--- src/rtl/link_rr_arbiter.sv ---
// Round-robin arbiter that serialises whole packets from N producers onto the Put/Free byte link.
// Optional feature macro: LINK_ARB_PARITY_EN adds the link_par output (even parity of link_data).
module link_rr_arbiter #(
  parameter int unsigned N     = 4,
  parameter int unsigned BYTES = 4
) (
  input  logic                   clk,
  input  logic                   reset,
  input  logic [N-1:0]           req,
  input  logic [N*8*BYTES-1:0]   payload_in,
  output logic [N-1:0]           grant,
  output logic [N-1:0]           done,
  output logic                   link_put,
  input  logic                   link_free,
  output logic [7:0]             link_data,
  output logic                   busy
`ifdef LINK_ARB_PARITY_EN
  ,
  output logic                   link_par
`endif
);

  localparam int unsigned PW = 8 * BYTES;
  localparam int unsigned IW = $clog2(N);
  localparam int unsigned BW = (BYTES > 1) ? $clog2(BYTES) : 1;

  typedef enum logic [1:0] {IDLE, SEND, DONE} state_t;

  state_t          state, state_n;
  logic [IW-1:0]   ptr, ptr_n;
  logic [IW-1:0]   winner, winner_n;
  logic [BW-1:0]   beat, beat_n;
  logic [PW-1:0]   shreg, shreg_n;
  logic [N-1:0]    grant_n, done_n;
  logic            put_n, busy_n;
  logic [7:0]      data_n;
  logic            scan_found;
  logic [IW-1:0]   scan_idx;
  logic            last_beat;

  assign last_beat = (beat == BW'(BYTES - 1));

  // First requester found scanning upward from ptr, wrapping modulo N.
  always_comb begin
    scan_found = 1'b0;
    scan_idx   = '0;
    for (int unsigned k = 0; k < N; k++) begin
      if (!scan_found && req[IW'((32'(ptr) + k) % N)]) begin
        scan_found = 1'b1;
        scan_idx   = IW'((32'(ptr) + k) % N);
      end
    end
  end

  always_ff @(posedge clk) begin
    if (reset) state <= IDLE;
    else       state <= state_n;
  end

  always_comb begin
    state_n = state;
    case (state)
      IDLE:    if (scan_found) state_n = SEND;
      SEND:    if (link_free && last_beat) state_n = DONE;
      DONE:    state_n = IDLE;
      default: state_n = IDLE;
    endcase
  end

  // Next values of every registered output and datapath register.
  always_comb begin
    ptr_n    = ptr;
    winner_n = winner;
    beat_n   = beat;
    shreg_n  = shreg;
    grant_n  = '0;
    done_n   = '0;
    put_n    = link_put;
    data_n   = link_data;
    case (state)
      IDLE: begin
        if (scan_found) begin
          winner_n = scan_idx;
          shreg_n  = payload_in[32'(scan_idx) * PW +: PW];
          beat_n   = '0;
          grant_n  = N'(1) << scan_idx;
          put_n    = 1'b1;
          data_n   = shreg_n[PW-1 -: 8];
        end
      end
      SEND: begin
        if (link_free) begin
          if (last_beat) begin
            put_n  = 1'b0;
            data_n = 8'h00;
            done_n = N'(1) << winner;
          end else begin
            beat_n  = beat + BW'(1);
            shreg_n = shreg << 8;
            data_n  = shreg_n[PW-1 -: 8];
          end
        end
      end
      DONE: ptr_n = IW'((32'(winner) + 1) % N);
      default: ;
    endcase
    busy_n = (state_n != IDLE);
  end

  always_ff @(posedge clk) begin
    if (reset) begin
      ptr       <= '0;
      winner    <= '0;
      beat      <= '0;
      shreg     <= '0;
      grant     <= '0;
      done      <= '0;
      link_put  <= 1'b0;
      link_data <= 8'h00;
      busy      <= 1'b0;
    end else begin
      ptr       <= ptr_n;
      winner    <= winner_n;
      beat      <= beat_n;
      shreg     <= shreg_n;
      grant     <= grant_n;
      done      <= done_n;
      link_put  <= put_n;
      link_data <= data_n;
      busy      <= busy_n;
    end
  end

`ifdef LINK_ARB_PARITY_EN
  // Parity travels with the byte it covers and is forced low when no byte is offered.
  always_ff @(posedge clk) begin
    if (reset) link_par <= 1'b0;
    else       link_par <= put_n & (^data_n);
  end
`endif

endmodule

--- config.mk ---
export PLATFORM = sky130hd
export DESIGN_NAME = link_rr_arbiter
export DESIGN_NICKNAME = d
export VERILOG_FILES = /design/src/rtl/link_rr_arbiter.sv
export SDC_FILE = /design/constraint.sdc
export NUM_CORES = 1
export LEC_CHECK = 0
export BUFFER_PORTS_ARGS = -buffer_cell sky130_fd_sc_hd__buf_2
export CAP_MARGIN = 40
export CORE_ASPECT_RATIO = 0.7
export CORE_MARGIN = 4
export CORE_UTILIZATION = 33
export DETAILED_ROUTE_END_ITERATION = 10
export PLACE_DENSITY = 0.61
export SYNTH_ARGS = -nofsm -noshare
export SYNTH_HDL_FRONTEND = slang
export SYNTH_SLANG_ARGS = --single-unit
--- constraint.sdc ---
create_clock -name clk -period 2.29 [get_ports clk]
set_input_delay 0.5725 -clock clk [delete_from_list [all_inputs] [get_ports clk]]
set_output_delay 0.5725 -clock clk [all_outputs]
set_load 0.01 [all_outputs]
==> summary.md, run 1 <==
| Metric | Value |
|---|---|
| Io pins | 153 |
| Yosys Warn Count | 0 |
| Syn_area_per_cell | 7.44 sq um |
| Max incr delay on CP | 730 ps |
| Detailed Place HPWL | 9870 um |
| CTS sink cnt | 50 |
| Non-Filler Instances | 750 |
| Final Core Density | 0.455 |
| Port buffer count | 152 |
| Num CTS Buffers | 5 |
| FFs w/ async S/R, synth | 0 |
| Status | completed |
| Final hold violation count | 0 |
| Routed len/inst | 17.6 um |
| Setup crit end kind | flop |
| Total grt overflow | 0 |
| Total routed wirelength | 13200 um |
| Power Density | 561 nW/um^2 |
| Inst Count DP | 742 |
| Slowest-stage cell, CP | or4_1 |
| GPL Wtd Cong | 0.908 |
| # DRC | 0 |
| RSZ-0062 raised after global routing | false |
| Placed cell areas | 4570 sq um |
| Multi-input gate area | 2340 sq um |
| Die width | 132 um |
| Unique cell type count in the Yosys netlist | 47 |
| # rows | 31 |
| Sequential area share after synthesis | 0.282 |
| Die Ht | 94.8 um |
| Vias in the first global route | 4261 |
| Max Slew Vio Count | 0 |
| Antenna viol nets, final | 0 |
| Effective utilization at floorplan | 0.340 |
| Cell area after layout | 4750 sq um |
| CTS root buf | clkbuf_16 |
| Leak pwr | 2.20 nW |
| Worst setup SP type | input pin |
| Clock tree buffer depth | 2 |
| Period utilization | 0.884 |
| Fmax | 494 MHz |
| Number of synthesized flops with an enable pin | 0 |
| Largest net degree at the start of global routing | 51 |
| TritonCTS clock tree | built |
| Core area | 10400 sq um |
| Reg clk slew, reported paths | 60 ps |
| Cts repair resizes | 0 |
| Peak VDD IR | 301 uV |
| Slew margin rel. | 0.586 |
| Minimum clock period | 2020 ps |
| Top-count cell post-synth | a21oi_1 |
| Maxcap violations | 0 |
| Layout area overhead | 33.7% |
| Req. time, crit path | 2530 ps |
| Clk_lat worst skew | 300 ps |
| Finish-stage setup viols | 0 |
| Hold WS | 462 ps |
| Via/cell ratio | 5.72 |
| Yosys top cell by area | dfxtp_1 |
| Yosys top cell area share | 0.282 |
| Fill cells | 1046 |
| Critical Path Fanout Max | 10 |
| Post-CTS setup buffer count | 0 |
| Commonest cells in the netlist | 60 x a21oi_1, 50 x dfxtp_1, 47 x nand2_1 |
| Most common flop cell mapped by yosys | dfxtp_1 |
| Cells after Synth | 477 |
| Worst-path cell chain | buf_2 -> nor4_2 -> or3_1 -> or4_1 -> a21oi_1 -> a211o_1 |
| Worst reg-to-reg path cell count | 6 |
| Classification of the worst setup path | input pin to flop |
| DR vias | 4287 |
| H-tree levels | 2 |
| Die area | 12500 sq um |
| FF/Latch Area | 1000 sq um |
| 1st-iter DRT viols | 381 |
| #FFs+latches synth | 50 |
| Post-synth net total | 613 |
| Worst path arrival time | 2260 ps |
| Clk_skew | 4.86 ps |
| PnR Total Power | 0.00266 W |
| Largest cells by area after synthesis | dfxtp_1 28%, a21oi_1 8.5%, nand2_1 5.0%, nand3_1 4.5%, and3_1 4.4% |
| CTS Hold Bufs | 0 |
| Wire length of the first global-routing pass | 21100 um |
| First-pass DRT Iterations | 6 |
| Hold Crit Class | flop to flop |
| Layout cells sized above 1 | 0.335 |
| Hold path cells | 2 |
| Cell area after synthesis | 3550 sq um |
| Total track usage | 0.209 |
| Antenna violations before repair | 1 |
| Least-Margin Pin Slew | 619 ps |
| Final net count | 753 |
[logic make-up (layout without fill, tap and decap cells)]
kind of cell             count (synthesis)  after routing  synth area share
AO/OA/AOI/OAI                          206            206             0.402
AND/OR/NAND/NOR                        149            149             0.210
buffers and inverters                   61            201            0.0715
flip-flops                              50             50             0.282
multiplexers                             9              9            0.0282
adder cells (fa/ha/maj)                  1              1           0.00352
XOR/XNOR                                 1              1           0.00247
other                                    0              1                 0
[stage by stage]
stage,worst slack (ps),TNS (ps)
after floorplan,103,0
final,265,0
after global routing,96.8,0
after detailed placement,-4.00,-4.00
after global placement,-45.0,-120
after CTS,283,0
[critical path: cells and delay by family]
kind                   cells  cell delay (ps)
and+or+nand+nor            3             1170
AOI/OAI and AO/OA          2              350
buffers and inverters      1              160
[report_power, final]
group | internal [W] | switching [W] | total (W)
Combinational | 0.000359 | 0.000404 | 0.000763
Clock | 0.000540 | 0.000334 | 0.000874
Sequential | 0.000952 | 0.0000718 | 0.00102
Total | 0.00185 | 0.000810 | 0.00266
[registers in the layout, indices dropped and copies added (netlist names), 2 cells and up]
signal and flops:
beat 2, done 4, grant 4, link_data 8, ptr 2, shreg 24
state 2, winner 2
[placed cells by master, fill, tap and decap left out, types with 2 or more instances in the layout]
cell and n:
buf_4 26, buf_12 3, nor2_1 18, o21ai_0 20, a2111oi_0 2, inv_1 11, a222oi_1 14, o221ai_1 8
a21o_1 15, a211o_1 9, nand2b_1 4, dfxtp_1 50, buf_2 152, a21boi_0 15, o21a_1 15, nand4_1 8
nand2_1 47, nor3_1 3, nor2b_1 2, mux2_2 8, a21oi_1 59, and3_1 25, nand3_1 32, o311a_1 8
o31ai_1 14, clkbuf_16 5, o211ai_1 15
[final timing paths]
check        startpoint            to  slack (ps)
max              req[3]      shreg[4]         270
min             beat[1]       beat[1]         460
min reg2reg     beat[1]       beat[1]         460
max reg2reg      ptr[1]  link_data[6]         280
[cell type report]
class	instances	share of cell area
Inverter	12	0.00949
Multi-Input combinational cell	366	0.492
Clock buffer	6	0.0293
Antenna cell	1	0.000527
Sequential cell	50	0.211
Tap cell	132	0.0348
Timing Repair Buffer	182	0.216
Clock inverter	1	0.00633
[metal layers]
layer	up-vias	part of all wire	GRT usage
met5	-	0	0
met4	0	0.013	0.0682
met3	14	0.082	0.0474
met2	195	0.45	0.337
met1	1981	0.45	0.278
li1	2097	-	-
Power figures use the tool's default switching activity.
==> run 2, diff against run 1 <==
- RECOVER_POWER: not set -> 100
==> run 2 against run 1 <==
Register-to-register slack worse by 20 ps. First-iteration DRC count decreased by 2.9%. Wire length increased by 0.33%. Sequential cell count stayed put. Clock skew fell by 0.60 ps. Die area unchanged. Setup slack got worse by 95 ps. Cell area shrank 1.2%. Via count down 0.23%. Combinational power decreased by 2%. Hold slack about the same. Total power fell by 0.68%. Critical path type unchanged.
==> summary.md, run 2 (same netlist as run 1, synthesis figures left out) <==
| Metric | Value |
|---|---|
| Status | completed |
| Finish-stage setup viols | 0 |
| Pint | 0.00184 W |
| Final Core Density | 0.450 |
| Die area | 12500 sq um |
| Slew margin rel. | 0.587 |
| Crit path top cell by count | clkbuf_1 |
| Routed len/inst | 17.7 um |
| Max reg flops | 24 |
| Largest net degree at the start of global routing | 51 |
| Top Family by Delay on Critical Path | simple AND/OR/NAND/NOR gates |
| Minimum clock period | 2120 ps |
| Register share of total power | 0.388 |
| GPL Wtd Cong | 0.908 |
| Power Density | 563 nW/um^2 |
| DR vias | 4277 |
| Biggest register | shreg |
| CTS sink cnt | 50 |
| Clock tree buffer depth | 2 |
| Worst-path cell chain | clkbuf_1 -> nor4_1 -> or3_1 -> clkbuf_1 -> nor3_1 -> clkbuf_2 -> o221ai_1 -> o311a_1 |
| CTS Hold Bufs | 0 |
| Vias in the first global route | 4261 |
| Placed cell areas | 4570 sq um |
| Worst setup SP type | input pin |
| Antenna violations before repair | 1 |
| Fill cells | 1065 |
| Total track usage | 0.209 |
| First-pass DRT Iterations | 8 |
| Post-CTS setup buffer count | 0 |
| Comb power frac | 0.283 |
| Grt met2 use | 0.337 |
| Via/cell ratio | 5.71 |
| Sw frac | 0.304 |
| Antenna cells | 0 |
| Setup crit end kind | flop |
| Slowest-stage cell, CP | nor4_1 |
| Antenna viol nets, final | 0 |
| Num CTS Buffers | 5 |
| Detailed Place HPWL | 9870 um |
| Die width | 132 um |
| Worst reg-to-reg path cell count | 7 |
| Clk network pwr share | 0.328 |
| Core area | 10400 sq um |
| TritonCTS clock tree | built |
| Total grt overflow | 0 |
| Final Worst Setup Slack | 170 ps |
| Wire length of the first global-routing pass | 21100 um |
| P_sw | 0.000804 W |
| Fmax | 472 MHz |
| H-tree levels | 2 |
| Critical Path Fanout Max | 8 |
| Commonest non-fill, non-tap cell in the layout | buf_2 |
| Hold Crit Class | flop to flop |
| Gr busiest metal | met2 |
| Setup Slack @ Placement | -4.00 ps |
| Cts repair resizes | 0 |
| Die Ht | 94.8 um |
| Classification of the worst setup path | input pin to flop |
| Req. time, crit path | 2530 ps |
| RSZ-0062 raised after global routing | false |
| Clk_skew | 4.26 ps |
| Least-Margin Pin Slew | 617 ps |
| Maxcap violations | 0 |
| Layout cells sized above 1 | 0.298 |
| Met3 usage | 0.0474 |
| Clk_lat worst skew | 300 ps |
| Final net count | 753 |
| Leak pwr | 2.12 nW |
| Port buffer count | 152 |
| Reg clk slew, reported paths | 60 ps |
| Final hold violation count | 0 |
| Critical path buffers and inverters | 3 |
| Io pins | 153 |
| Effective utilization at floorplan | 0.340 |
| Layout area overhead | 32.1% |
| # rows | 31 |
| Max Slew Vio Count | 0 |
| Crit path depth | 8 |
| Met1 usage | 0.278 |
| 1st-iter DRT viols | 370 |
| CTS root buf | clkbuf_16 |
| Largest regs | shreg x24, link_data x8 |
| Worst path arrival time | 2360 ps |
| # DRC | 0 |
| Max incr delay on CP | 460 ps |
| Most frequent cells in the layout | 133 x buf_2, 59 x a21oi_1, 50 x dfxtp_1 |
| PnR Total Power | 0.00264 W |
| Total routed wirelength | 13300 um |
| Period utilization | 0.926 |
| Cell area after layout | 4690 sq um |
| Hold path cells | 2 |
| Peak VDD IR | 294 uV |
[run 2: cell types whose count changed in the layout (fill, tap and decap cells not counted)]
cell,delta
clkbuf_1,+22
buf_12,-1
clkbuf_2,+1
nor4_2,-1
buf_2,-19
buf_6,+1
diode_2,-1
buf_4,-4
nor4_1,+1
[run 2: per-layer routing]
metal / up-vias / routed length [um]
met5: - / 13
met4: 2 / 221
met3: 19 / 1050
met2: 183 / 5890
met1: 1979 / 6070
li1: 2094 / -
[run 2: power by group through the flow]
stage / logic, W / clock network [W] / registers, W
3_5_place_dp: 0.000755 / 0 / 0.00104
2_1_floorplan: 0.000446 / 0 / 0.00103
6_report: 0.000749 / 0.000868 / 0.00103
5_1_grt: 0.000831 / 0.000926 / 0.00103
3_3_place_gp: 0.000737 / 0 / 0.00104
4_1_cts: 0.000759 / 0.000891 / 0.00102
[run 2: stage by stage]
| stage | hold slack, ps | cells | TNS [ps] |
|---|---|---|---|
| final | 461 | 749 | 0 |
| after global routing | 494 | 749 | 0 |
| after CTS | 462 | 749 | 0 |
| after detailed placement | 452 | 742 | -4.00 |
| after global placement | 445 | 741 | -120 |
| after floorplan | 436 | 477 | 0 |
[run 2: area by class of cell]
| type | count | area [sq um] | share of cell area |
|---|---|---|---|
| tap | 132 | 165 | 0.0352 |
| multi-input combinational | 366 | 2330 | 0.497 |
| sequential | 50 | 1000 | 0.213 |
| clock buffer | 6 | 139 | 0.0296 |
| clock inverter | 1 | 30.0 | 0.00640 |
| timing repair buffer | 182 | 981 | 0.209 |
| inverter | 12 | 45.0 | 0.00960 |
[run 2: worst paths after layout]
check / startpoint / endpoint / slack, ps
worst max-delay path: req[0] / link_data[6] / 170
worst min register to register: beat[1] / beat[1] / 460
worst max register to register: ptr[1] / shreg[11] / 260
worst min-delay path: beat[1] / beat[1] / 460
[run 2: worst reg2reg max path, delay by kind of cell (launching register included)]
kind / cells / cell delay [ps]
DFF: 1 / 440
AOI/OAI and AO/OA: 4 / 750
muxes: 1 / 300
buffers and inverters: 2 / 420
